### config.mk
export PLATFORM = sky130hd
export DESIGN_NAME = corelet_acc_stage
export DESIGN_NICKNAME = d
export VERILOG_FILES = /design/src/rtl/corelet_acc_stage.sv
export SDC_FILE = /design/constraint.sdc
export NUM_CORES = 2
export LEC_CHECK = 0
export BUFFER_PORTS_ARGS = -buffer_cell sky130_fd_sc_hd__buf_2
export CAP_MARGIN = 30
export CORE_ASPECT_RATIO = 0.5
export CORE_UTILIZATION = 40
export CTS_CLUSTER_SIZE = 30
export DETAILED_ROUTE_END_ITERATION = 8
export SLEW_MARGIN = 20
export SYNTH_ARGS = -nofsm -noshare
export SYNTH_HDL_FRONTEND = slang
export SYNTH_SLANG_ARGS = --single-unit
### constraint.sdc
create_clock -name clk -period 14.5 [get_ports clk]
set_clock_uncertainty 0.05 [all_clocks]
set_input_delay 2.175 -clock clk [delete_from_list [all_inputs] [get_ports clk]]
set_output_delay 2.175 -clock clk [all_outputs]
set_load 0.01 [all_outputs]
### src/rtl/corelet_acc_stage.sv
// corelet_acc_stage: accumulates psum vectors over several input-channel passes into a pixel bank, then drains activated vectors.
// Define CORELET_ACC_RELU_EN to apply ReLU on the output path; otherwise the saturated value passes unchanged.
module corelet_acc_stage #(
  parameter int col       = 8,
  parameter int psum_bw   = 16,
  parameter int acc_depth = 16,
  parameter int pass_bw   = 8
) (
  input  logic                       clk,
  input  logic                       reset,
  input  logic                       start,
  input  logic [$clog2(acc_depth):0] cfg_npix,
  input  logic [pass_bw-1:0]         cfg_npass,
  input  logic                       in_valid,
  output logic                       in_ready,
  input  logic [psum_bw*col-1:0]     in_data,
  output logic                       out_valid,
  input  logic                       out_ready,
  output logic [psum_bw*col-1:0]     out_data,
  output logic                       busy,
  output logic                       done
);

  localparam int AW = $clog2(acc_depth);
  localparam int CW = AW + 1;
  localparam int DW = psum_bw * col;

  typedef enum logic [1:0] {
    S_IDLE  = 2'd0,
    S_ACC   = 2'd1,
    S_DRAIN = 2'd2
  } state_t;

  state_t             state_q, state_d;
  logic [AW-1:0]      pix_q, pix_d;
  logic [AW-1:0]      rd_ptr_q, rd_ptr_d;
  logic [pass_bw-1:0] pass_q, pass_d;
  logic [pass_bw-1:0] npass_q, npass_d;
  logic [CW-1:0]      npix_q, npix_d;
  logic [DW-1:0]      out_data_q, out_data_d;
  logic               done_q, done_d;

  logic [DW-1:0]      bank_mem [acc_depth];

  logic [DW-1:0]      bank_rd;
  logic [DW-1:0]      sum_vec;
  logic [DW-1:0]      wr_vec;
  logic [DW-1:0]      act_src;
  logic [DW-1:0]      act_vec;
  logic [AW-1:0]      rd_nxt;
  logic               pix_last;
  logic               pass_last;
  logic               rd_last;
  logic               cfg_ok;

  assign bank_rd   = bank_mem[pix_q];
  assign wr_vec    = (pass_q == '0) ? in_data : sum_vec;
  assign rd_nxt    = rd_ptr_q + AW'(1);
  assign pix_last  = ({1'b0, pix_q} == (npix_q - CW'(1)));
  assign pass_last = (pass_q == (npass_q - pass_bw'(1)));
  assign rd_last   = ({1'b0, rd_ptr_q} == (npix_q - CW'(1)));
  assign cfg_ok    = (cfg_npix != '0) && (cfg_npix <= CW'(acc_depth)) && (cfg_npass != '0);

  // The first drained word must reflect the beat being written right now when npix == 1.
  always_comb begin
    act_src = bank_mem[rd_nxt];
    if (state_q == S_ACC) begin
      act_src = (pix_q == '0) ? wr_vec : bank_mem[0];
    end
  end

  genvar gi;
  generate
    for (gi = 0; gi < col; gi++) begin : g_lane
      logic [psum_bw-1:0] a_lane;
      logic [psum_bw-1:0] b_lane;
      logic [psum_bw:0]   sum_w;
      logic [psum_bw-1:0] src_lane;

      assign a_lane = bank_rd[gi*psum_bw +: psum_bw];
      assign b_lane = in_data[gi*psum_bw +: psum_bw];
      assign sum_w  = {a_lane[psum_bw-1], a_lane} + {b_lane[psum_bw-1], b_lane};

      // Overflow iff the two top bits of the widened sum disagree; clamp toward the sign of the sum.
      assign sum_vec[gi*psum_bw +: psum_bw] =
        (sum_w[psum_bw] == sum_w[psum_bw-1]) ? sum_w[psum_bw-1:0] :
        (sum_w[psum_bw] ? {1'b1, {(psum_bw-1){1'b0}}} : {1'b0, {(psum_bw-1){1'b1}}});

      assign src_lane = act_src[gi*psum_bw +: psum_bw];
`ifdef CORELET_ACC_RELU_EN
      assign act_vec[gi*psum_bw +: psum_bw] = src_lane[psum_bw-1] ? '0 : src_lane;
`else
      assign act_vec[gi*psum_bw +: psum_bw] = src_lane;
`endif
    end
  endgenerate

  always_comb begin
    state_d    = state_q;
    pix_d      = pix_q;
    rd_ptr_d   = rd_ptr_q;
    pass_d     = pass_q;
    npass_d    = npass_q;
    npix_d     = npix_q;
    out_data_d = out_data_q;
    done_d     = 1'b0;

    case (state_q)
      S_IDLE: begin
        if (start && cfg_ok) begin
          npix_d   = cfg_npix;
          npass_d  = cfg_npass;
          pix_d    = '0;
          pass_d   = '0;
          rd_ptr_d = '0;
          state_d  = S_ACC;
        end
      end

      S_ACC: begin
        if (in_valid) begin
          if (pix_last) begin
            pix_d = '0;
            if (pass_last) begin
              state_d    = S_DRAIN;
              rd_ptr_d   = '0;
              out_data_d = act_vec;
            end else begin
              pass_d = pass_q + pass_bw'(1);
            end
          end else begin
            pix_d = pix_q + AW'(1);
          end
        end
      end

      S_DRAIN: begin
        if (out_ready) begin
          if (rd_last) begin
            state_d = S_IDLE;
            done_d  = 1'b1;
          end else begin
            rd_ptr_d   = rd_nxt;
            out_data_d = act_vec;
          end
        end
      end

      default: state_d = S_IDLE;
    endcase
  end

  always_ff @(posedge clk) begin
    if (reset) begin
      state_q    <= S_IDLE;
      pix_q      <= '0;
      rd_ptr_q   <= '0;
      pass_q     <= '0;
      npass_q    <= '0;
      npix_q     <= '0;
      out_data_q <= '0;
      done_q     <= 1'b0;
    end else begin
      state_q    <= state_d;
      pix_q      <= pix_d;
      rd_ptr_q   <= rd_ptr_d;
      pass_q     <= pass_d;
      npass_q    <= npass_d;
      npix_q     <= npix_d;
      out_data_q <= out_data_d;
      done_q     <= done_d;
    end
  end

  // Bank contents carry no reset; pass 0 overwrites every pixel before it is ever read.
  always_ff @(posedge clk) begin
    if (state_q == S_ACC && in_valid) begin
      bank_mem[pix_q] <= wr_vec;
    end
  end

  assign in_ready  = (state_q == S_ACC);
  assign out_valid = (state_q == S_DRAIN);
  assign busy      = (state_q != S_IDLE);
  assign done      = done_q;
  assign out_data  = out_data_q;

endmodule

==> metrics.cfg <==
[setup_path]
crit_fanout=77
timing.setup.critical_path_class=reg -> reg
timing.critical_path.from_type=register
endpoint_kind=register
worst-endpoint-arrival_ns=8.70
required_ns=15.15

[floorplan]
die_height_um=372
rows=135
floorplan.initialDensity_pct=40.3
placeableCoreArea_um2=271000
die_w_um=742
design.die.area_um2=276000
ioPinCount=278

[sta]
worst_slew_margin_rel_pct=24.3
period_needed_ns=8.06
fmax_mhz=124
final-setup-viol-count=0
setup_ws_ns=6.44
unrepaired_setup_endpoints_after_global_routing=false
timing_max_transition_violations_final=0
timing.final.hold_violations=0
worst_pin_slew_ns=1.14
final.setup.tns_ns=0
final.period_utilization_pct=55.6

[global_routing]
wire_length_of_the_first_global_routing_pass_um=490000
met2_resource_use_gr_pct=39.4
overflow=0
groute.usage.overall_pct=24.4
first_global_vias=66303
grt.met3_usage_pct=4.37
grtUsageMet1_pct=34.3
grt_antenna_before_repair=40
grt_max_degree=120
global_route.peak_usage_layer=met2

[power_and_ir_drop]
p_sw_share_pct=24.9
combPwrFrac_pct=12.2
internal_power_mw=11.0
p_per_area_nw_per_um2=119
p_switching_mw=3.64
power.leakage_nw=38.1
power.share.clock_pct=38.5
worst_ir_drop_vdd_uv=95.8
share_seq_of_total_power_pct=49.3

[placement]
place.gp.congestion=0.845
io_buffers=277
dpl_worst_slack_ns=6.41
place_hpwl_um=195000
cell_area_reported_after_detailed_placement_um2=115000

[clocking]
postCtsHoldBufs=0
root_buffer=clkbuf_16
tritoncts=yes
cts.path.max_buffers=4
cts-resized-gates=0
h_tree_levels=4
buffer_count_from_post_cts_setup_fixing=0
numCtsBuffers=213
clkSinkCount=2212
clk-insertion-delay-late_ns=0.90
clk_transition_reported_paths_ns=0.07

[synthesis]
mappedNetlistNets=6667
synth_largest_type_area_fraction_pct=56.2
yosysSeqAreaShare_pct=59.2
synth_cells=6362
asyncSetResetFlopFracSynth_pct=0
synth.distinct_cells=88
syn-cell-area_um2=109000
ys_dominant_reg_cell=edfxtp_1
synth_warnings=0
synth.largest_area_cell=edfxtp_1
synth_enable_flop_cells=2048
largest_cells_by_area_after_synthesis=edfxtp_1 (56%), mux4_2 (24%), dfxtp_1 (3.0%), ha_1 (1.7%), a21oi_1 (1.5%)
postSynthRegisterBits=2212
post_synth.cell_area_avg_um2=17.2

[drt]
routed_wirelength_um=342000
drtPass1Iterations=6
routed_wire_length_per_instance_um=32.9
drt_first_iter_violations=7896
vias_per_cell=6.43
final_antenna_net_count=0
detail_route.drc_violations=0
vias=66828

[min_path]
worst_hold_path_type=reg -> reg

[cells_and_area]
syn_to_final_growth_pct=11.9
layout.area.seq_um2=64800
final_layout_size_suffix_gt1_share_pct=30.3
multi_input_comb_area_um2=42700
fillers=23245
nNetsFinal=6885
finish.instance_area_um2=122000

[status]
status=finished, final reports clean

[flow_run]
max-cap-violations=0

-- cell type report --
class	instances	area share (%)
antenna	11	0.0225
clock buffer	274	4.73
clock inverter	114	0.855
inverter	66	0.209
multi-input combinational	3609	34.9
sequential	2212	52.9
tap	3630	3.71
timing repair buffer	478	2.65
-- critical path: stages (launching register included) --
cell      delay (ns)
dfxtp_4         0.88
buf_12          0.47
buf_12          0.55
mux4_2          0.59
mux4_2          0.47
ha_1            0.33
a21oi_1         0.21
o21ai_0         0.18
o41ai_1         0.67
o21ai_0         0.32
nand3_1         0.18
a31oi_1         0.10
xor2_1          0.17
ha_1            0.55
inv_1           0.37
nor4_1          0.87
a21oi_1         0.18
buf_4           0.26
o21ai_0         0.17
a311oi_1        0.12
-- registers in the layout, summed over array words and instances (netlist names), 2 cells and up, named ones only --
signal,flops
out_data,128
pass_q,8
bank_mem,2048
npix_q,5
rd_ptr_q,4
pix_q,4
state_q,2
npass_q,8
-- worst paths after layout --
kind	start	end	slack, ns	depth (start not counted)
setup reg to reg	register	out_data[80]$_SDFFE_PP0P_	6.44	19
hold reg to reg	out_data[111]$_SDFFE_PP0P_	out_data[111]$_SDFFE_PP0P_	0.40	2
hold / removal	out_data[111]$_SDFFE_PP0P_	out_data[111]$_SDFFE_PP0P_	0.40	2
setup / recovery	register	out_data[80]$_SDFFE_PP0P_	6.44	19
-- power groups by stage --
stage | Clock (mW) | Combinational [mW] | Sequential, mW
5_1_grt | 5.92 | 1.92 | 7.20
3_3_place_gp | 0 | 1.72 | 7.34
2_1_floorplan | 0 | 1.19 | 7.33
3_5_place_dp | 0 | 1.74 | 7.34
6_report | 5.61 | 1.78 | 7.20
4_1_cts | 5.68 | 1.75 | 7.20
-- cells in the mapped netlist (92+ instances only) --
master	n
edfxtp_1	2048
mux4_2	1180
a21oi_1	325
nor2_1	320
clkbuf_1	287
nand2_1	246
dfxtp_1	164
o21ai_0	157
ha_1	151
a211oi_1	123
mux2i_1	118
nor2b_1	111
buf_2	102
nor3_1	92
-- placed cells by master, fill, tap and decap left out, types with 36 or more instances in the layout --
cell type and n:
nor2b_1 111, ha_1 150, a21o_1 46, a2111oi_0 69, clkinv_1 38, dfxtp_1 159
inv_1 65, mux4_2 1180, a211oi_1 123, o211ai_1 40, buf_2 278, a31oi_1 49
edfxtp_1 2048, clkinv_2 36, buf_4 160, o21ai_0 157, xnor2_1 68, nor2_1 301
nand2_1 244, xor2_1 49, nand3_1 51, nor3_1 90, clkbuf_16 217, mux2i_1 118
clkbuf_1 42, a21oi_1 314
-- cells by family (layout without fill, tap and decap cells) --
kind of cell / after synthesis / count (layout) / synth area share (%)
simple gates: 978 / 978 / 4.20
mux: 1306 / 1306 / 25.5
xor+xnor: 120 / 120 / 0.973
flops: 2212 / 2212 / 59.2
other cells: 0 / 11 / 0
compound gates: 1044 / 1044 / 6.26
buf+inv: 541 / 932 / 1.99
fa+ha+maj: 161 / 161 / 1.89
-- per-stage QoR --
step / std cells / util, % / hold WS (ns) / total power, mW
5_1_grt: 10386 / 45.1 / 0.434 / 15.0
6_report: 10394 / 45.1 / 0.401 / 14.6
3_5_place_dp: 9972 / 42.5 / 0.401 / 9.08
4_1_cts: 10360 / 45.0 / 0.410 / 14.6
2_1_floorplan: 6362 / - / 0.398 / 8.52
3_3_place_gp: 9953 / 42.4 / 0.399 / 9.06
-- per-layer routing --
layer  vias to the layer above  wire length, um
li1                      27179                -
met1                     35699           140000
met2                      3408           163000
met3                       526            30000
met4                        16             9650
met5                         -              110
(Power assumes the default switching activity.)
